## src/rtl/ps2_pkg.sv

```systemverilog
// Shared types and constants for the PS/2 device-to-host receive path.
package ps2_pkg;

    localparam int PS2_DATA_BITS   = 8;
    localparam int PS2_SYNC_STAGES = 3;

    typedef enum logic [1:0] {
        IDLE,
        DATA,
        PAR,
        STOP
    } ps2_state_t;

    // PS/2 uses odd parity across the data byte and the parity bit.
    function automatic logic odd_parity_ok(input logic [PS2_DATA_BITS-1:0] d, input logic p);
        return ^{d, p};
    endfunction

endpackage

```

## src/rtl/ps2_rx_fifo.sv

```systemverilog
// Synchronous FIFO for received scan codes; head is read combinationally at the read pointer.
module ps2_rx_fifo #(
    parameter int FIFO_DEPTH = 8,
    parameter int WIDTH      = 8
) (
    input  logic             clk,
    input  logic             srst,
    input  logic             wr_en,
    input  logic [WIDTH-1:0] wr_data,
    input  logic             rd_en,
    output logic             full,
    output logic             empty,
    output logic [WIDTH-1:0] head
);

    localparam int AW = $clog2(FIFO_DEPTH);

    logic [AW:0]      wr_ptr_reg;
    logic [AW:0]      rd_ptr_reg;
    logic [WIDTH-1:0] mem [FIFO_DEPTH];
    logic             do_rd;
    logic             do_wr;

    // The extra pointer MSB separates the full and empty cases.
    assign empty = (wr_ptr_reg == rd_ptr_reg);
    assign full  = (wr_ptr_reg[AW] != rd_ptr_reg[AW]) &&
                   (wr_ptr_reg[AW-1:0] == rd_ptr_reg[AW-1:0]);

    // A pop in the same cycle frees the slot a write into a full FIFO needs.
    assign do_rd = rd_en && !empty;
    assign do_wr = wr_en && (!full || do_rd);
    assign head  = mem[rd_ptr_reg[AW-1:0]];

    always_ff @(posedge clk) begin
        if (srst) begin
            wr_ptr_reg <= '0;
            rd_ptr_reg <= '0;
        end else begin
            if (do_wr) wr_ptr_reg <= wr_ptr_reg + 1'b1;
            if (do_rd) rd_ptr_reg <= rd_ptr_reg + 1'b1;
        end
    end

    always_ff @(posedge clk) begin
        if (srst) begin
            mem[0] <= '0;
        end else if (do_wr) begin
            mem[wr_ptr_reg[AW-1:0]] <= wr_data;
        end
    end

endmodule

```

## src/rtl/ps2_frame_rx.sv

```systemverilog
// PS/2 receiver: pin synchronisers, 11-bit frame deserialiser with timeout, and a scan-code FIFO.
module ps2_frame_rx
    import ps2_pkg::*;
#(
    parameter int FIFO_DEPTH     = 8,
    parameter int TIMEOUT_CYCLES = 20000
) (
    input  logic       clk,
    input  logic       clr,
    input  logic       ps2_clk,
    input  logic       ps2_data,
    input  logic       nextdata_n,
    output logic [7:0] data,
    output logic       ready,
    output logic       overflow,
    output logic       sampling,
    output logic       frame_err
);

    localparam int TW = $clog2(TIMEOUT_CYCLES + 1);
    localparam int BW = $clog2(PS2_DATA_BITS);
    localparam int S  = PS2_SYNC_STAGES;

    logic [S-1:0]             clk_sync_reg;
    logic [S-1:0]             data_sync_reg;
    logic                     sampling_reg;
    logic                     bit_reg;
    ps2_state_t               state_reg;
    logic [BW-1:0]            bit_cnt_reg;
    logic [PS2_DATA_BITS-1:0] shreg_reg;
    logic                     par_reg;
    logic [TW-1:0]            to_cnt_reg;
    logic                     overflow_reg;

    logic fall;
    logic timeout_hit;
    logic frame_ok;
    logic wr_en;
    logic pop;
    logic fifo_full;
    logic fifo_empty;

    always_ff @(posedge clk) begin
        if (clr) begin
            clk_sync_reg  <= '1;
            data_sync_reg <= '1;
            sampling_reg  <= 1'b0;
            bit_reg       <= 1'b1;
        end else begin
            clk_sync_reg  <= {clk_sync_reg[S-2:0], ps2_clk};
            data_sync_reg <= {data_sync_reg[S-2:0], ps2_data};
            sampling_reg  <= fall;
            bit_reg       <= data_sync_reg[S-2];
        end
    end

    // The edge and its data bit are registered together so the FSM sees them in one cycle.
    assign fall        = clk_sync_reg[S-1] & ~clk_sync_reg[S-2];
    assign timeout_hit = (state_reg != IDLE) && !sampling_reg &&
                         (to_cnt_reg == TW'(TIMEOUT_CYCLES));
    assign frame_ok    = bit_reg && odd_parity_ok(shreg_reg, par_reg);
    assign wr_en       = sampling_reg && (state_reg == STOP) && frame_ok;
    assign frame_err   = (sampling_reg && (state_reg == IDLE) && bit_reg) ||
                         (sampling_reg && (state_reg == STOP) && !frame_ok) ||
                         timeout_hit;

    always_ff @(posedge clk) begin
        if (clr) begin
            state_reg   <= IDLE;
            bit_cnt_reg <= '0;
            shreg_reg   <= '0;
            par_reg     <= 1'b0;
            to_cnt_reg  <= '0;
        end else begin
            if (state_reg == IDLE || sampling_reg || timeout_hit) begin
                to_cnt_reg <= '0;
            end else begin
                to_cnt_reg <= to_cnt_reg + TW'(1);
            end

            if (timeout_hit) begin
                state_reg <= IDLE;
            end else if (sampling_reg) begin
                case (state_reg)
                    IDLE: begin
                        if (!bit_reg) begin
                            state_reg   <= DATA;
                            bit_cnt_reg <= '0;
                        end
                    end
                    DATA: begin
                        shreg_reg   <= {bit_reg, shreg_reg[PS2_DATA_BITS-1:1]};
                        bit_cnt_reg <= bit_cnt_reg + BW'(1);
                        if (bit_cnt_reg == BW'(PS2_DATA_BITS - 1)) state_reg <= PAR;
                    end
                    PAR: begin
                        par_reg   <= bit_reg;
                        state_reg <= STOP;
                    end
                    STOP:    state_reg <= IDLE;
                    default: state_reg <= IDLE;
                endcase
            end
        end
    end

    assign pop = !nextdata_n && !fifo_empty;

    // A good frame is lost only when the FIFO is full and nothing is popped that cycle.
    always_ff @(posedge clk) begin
        if (clr) begin
            overflow_reg <= 1'b0;
        end else if (wr_en && fifo_full && !pop) begin
            overflow_reg <= 1'b1;
        end else if (pop) begin
            overflow_reg <= 1'b0;
        end
    end

    ps2_rx_fifo #(
        .FIFO_DEPTH (FIFO_DEPTH),
        .WIDTH      (PS2_DATA_BITS)
    ) u_fifo (
        .clk     (clk),
        .srst    (clr),
        .wr_en   (wr_en),
        .wr_data (shreg_reg),
        .rd_en   (!nextdata_n),
        .full    (fifo_full),
        .empty   (fifo_empty),
        .head    (data)
    );

    assign ready    = !fifo_empty;
    assign overflow = overflow_reg;
    assign sampling = sampling_reg;

endmodule

```

## config.mk

```make
export PLATFORM = sky130hd
export DESIGN_NAME = ps2_frame_rx
export DESIGN_NICKNAME = d
export VERILOG_FILES = /design/src/rtl/ps2_pkg.sv /design/src/rtl/ps2_rx_fifo.sv /design/src/rtl/ps2_frame_rx.sv
export SDC_FILE = /design/constraint.sdc
export NUM_CORES = 1
export LEC_CHECK = 0
export ABC_AREA = 1
export BUFFER_PORTS_ARGS = -buffer_cell sky130_fd_sc_hd__clkbuf_2
export CAP_MARGIN = 20
export CORE_ASPECT_RATIO = 1.2
export CORE_UTILIZATION = 50
export CTS_CLUSTER_SIZE = 14
export DETAILED_ROUTE_END_ITERATION = 10
export GPL_ROUTABILITY_DRIVEN = 0
export GPL_TIMING_DRIVEN = 0
export PLACE_DENSITY = 0.7
export SETUP_SLACK_MARGIN = 0.02
export SYNTH_ARGS = -nofsm -noshare
export SYNTH_HDL_FRONTEND = slang
export SYNTH_SLANG_ARGS = --single-unit
```

## constraint.sdc

```tcl
create_clock -name clk -period 2.1 [get_ports clk]
set_clock_uncertainty 0.05 [all_clocks]
set_input_delay 0.21 -clock clk [delete_from_list [all_inputs] [get_ports clk]]
set_output_delay 0.21 -clock clk [all_outputs]
set_load 0.005 [all_outputs]
```

==> impl_metrics.yaml <==
outcome:
  outcome: "finished with violations"
  violations: "setup timing"
setup_path:
  slowest_stage: "dfxtp_2"
  path_buf_inv: 1
  critical_path.max_stage_delay_ps: 380
  reg2reg_slack_ps: -100
  path_class: "register to register"
  critPathMaxFanout: 8
  cp_common_cell: "nand2_2"
  cp_cell_sequence: "inv_2 > nand2_2 > nand2_2 > nand2_2 > nand2_2 > nand2_2 > nand2_2 > nand2_2 > nand4_1 > nor2_4 > nand4_1 > nor2_4"
  path_delay_family: "simple AND/OR/NAND/NOR gates"
  required_ps: 2110
  cp_data_arrival_time_ps: 2210
  endpoint_kind: "register"
  worst_setup_path_start_kind: "register"
power:
  switching_share_pct: 23.4
  switchingPower_uw: 915
  p_total_mw: 3.91
  p_seq_share_pct: 59.7
  p_leak_nw: 1.98
  power_frac_comb_pct: 7.2
  clkPwrFrac_pct: 33.1
  power_density_nw_per_um2: 696
  power.internal_mw: 2.99
  ir_drop_v: 0.000486
finish:
  num-nets-final: 556
  register_area_um2: 2900
  antenna_cells: 0
  multi_input_area_um2: 1810
  finalNonFillerCells: 666
  final_cell_mix: "nor2_1, edfxtp_1, o21ai_0, nand2_1, inv_1"
  final_common_cell: "nor2_1"
  largest_reg_flops: 64
  fillers: 763
  syn_to_final_growth_pct: 18.3
  drive_gt1_share_pct: 24.0
global_routing:
  grt_overflow_total: 0
  grt_usage_pct: 20.3
  grt_pass1_wl_um: 15400
  antenna_found_initial: 0
  grt_pass1_vias: 3407
  grt_max_degree: 20
timing:
  final_max_slew_viol_count: 0
  worstMarginPinSlew_ps: 470
  setup_tns_ps: -1460
  setup_ws_ps: -97.8
  fmax_mhz: 455
  fin_crit_ps: 2200
  rsz0062_at_grt: "yes"
  max_slew_margin_pct: 68.7
  fin_crit_sh_pct: 105
  hold_viol_final: 0
  finalSetupViolCount: 26
place:
  hpwl_um: 6360
  pre_cts_ws_ps: -493
  portBuffers: 16
  placed_cells_incl_taps: 633
floorplan:
  initial_core_util_pct: 51.9
  core.rowCount: 38
  core-area_um2: 9130
  die_x_um: 90.9
  fp.dieArea_um2: 9880
  die_y_um: 109
  pin_count: 17
yosys:
  syn_nets: 512
  synth_seq_area_share_pct: 60.8
  netlist_area_um2: 4740
  synth_edf_count: 64
  synth_cell_types: 28
  synth_cells: 497
  synth_ff_type: "edfxtp_1"
  ys_seq_elements: 112
  syn_area_per_cell_um2: 9.54
  yosys_warnings: 0
  async_flop_share_pct: 0
route:
  postRouteAntennaNets: 0
  routedWlPerCell_um: 13.9
  finalWirelength_um: 9290
  vias: 3444
  first_iter_violations: 164
  drc_errors: 0
  firstDrtPassIters: 4
  viasPerCell: 5.17
clock_network:
  cts_num_sinks: 112
  htreeDepth: 3
  cts.path.max_buffers: 2
  clockRootBuffer: "clkbuf_8"
  numCtsBuffers: 9
  cts_tree: "done"
  clkLatencyLatePin_ps: 370
  clkTransAtPathRegs_ps: 100
job:
  maxCapViolCount: 0
hold_path:
  hold_path.class: "input port to register"
[path summary, 6_finish.rpt]
path                                    start                           to  cells past startpoint
setup / recovery    shreg_reg[6]$_SDFFE_PP0P_   u_fifo.mem[5][7]$_DFFE_PP_                     12
setup reg to reg    shreg_reg[6]$_SDFFE_PP0P_   u_fifo.mem[5][7]$_DFFE_PP_                     12
hold reg to reg   data_sync_reg[0]$_SDFF_PP1_  data_sync_reg[1]$_SDFF_PP1_                      1
hold / removal                            clr   clk_sync_reg[2]$_SDFF_PP1_                      2
[routing by layer]
| layer | vias to the layer above | routed length (um) | GRT usage [%] | share of wire, % |
|---|---|---|---|---|
| li1 | 1762 | - | - | - |
| met1 | 1608 | 3860 | 22.6 | 42 |
| met2 | 63 | 4970 | 39.0 | 53 |
| met3 | 11 | 294 | 3.21 | 3.2 |
| met4 | 0 | 172 | 8.05 | 1.9 |
| met5 | - | 0 | 0 | 0 |
[logic make-up (layout without fill, tap and decap cells)]
logic type	after synthesis	in the layout	synth area share, %
buffers and inverters	65	114	5.20
and+or+nand+nor	201	201	18.3
xor gates and xnor gates	14	14	2.59
AOI/OAI and AO/OA	95	95	10.5
adders and majority gates	10	10	2.64
DFF	112	112	60.8
[metrics by stage]
stage          cell area [um2]  util [%]  hold WS, ps
6_report                  5610      61.5          174
5_1_grt                   5610      61.5          185
4_1_cts                   5440      59.6          136
3_5_place_dp              4970      54.5          344
3_3_place_gp              4970      54.5          342
2_1_floorplan             4740         -          264
[power by group through the flow]
stage	registers (mW)	logic (mW)	clock network, mW
floorplan	2.37	0.166	0
global placement	2.38	0.249	0
detailed placement	2.38	0.256	0
CTS	2.33	0.275	1.33
global route	2.33	0.319	1.41
finish	2.33	0.282	1.29
[cell usage after synthesis (all sizes together), types with 8 or more instances]
library cell	n	area, um2
dfxtp	48	961
nand4	9	56.3
o21ai	53	265
edfxtp	64	1920
inv	50	188
nand3	14	75.1
clkbuf	13	48.8
xnor2	8	70.1
nor2	98	383
a31oi	8	50.1
o22ai	8	50.1
nand2	65	254
a21oi	25	125
ha	10	125
[area by class of cell]
cell class,instances,share of cell area (%)
multi-input cells,320,32.2
clock inverters,7,1.38
flip-flops and latches,112,51.7
well taps,120,2.68
plain buffers,15,1.58
inverters,50,3.48
repair buffers,33,4.75
clock buffers,9,2.21
[what timing repair did]
item / in CTS / in global routing
hold endpoints to repair: 2 / 0
hold buffers: 2 / 0
endpoints found under the setup margin: 137 / 137
pin swaps: 6 / 13
gates resized for setup: 46 / 53
setup buffers: 8 / 7
Note: power is estimated with default switching activity, not from simulation.
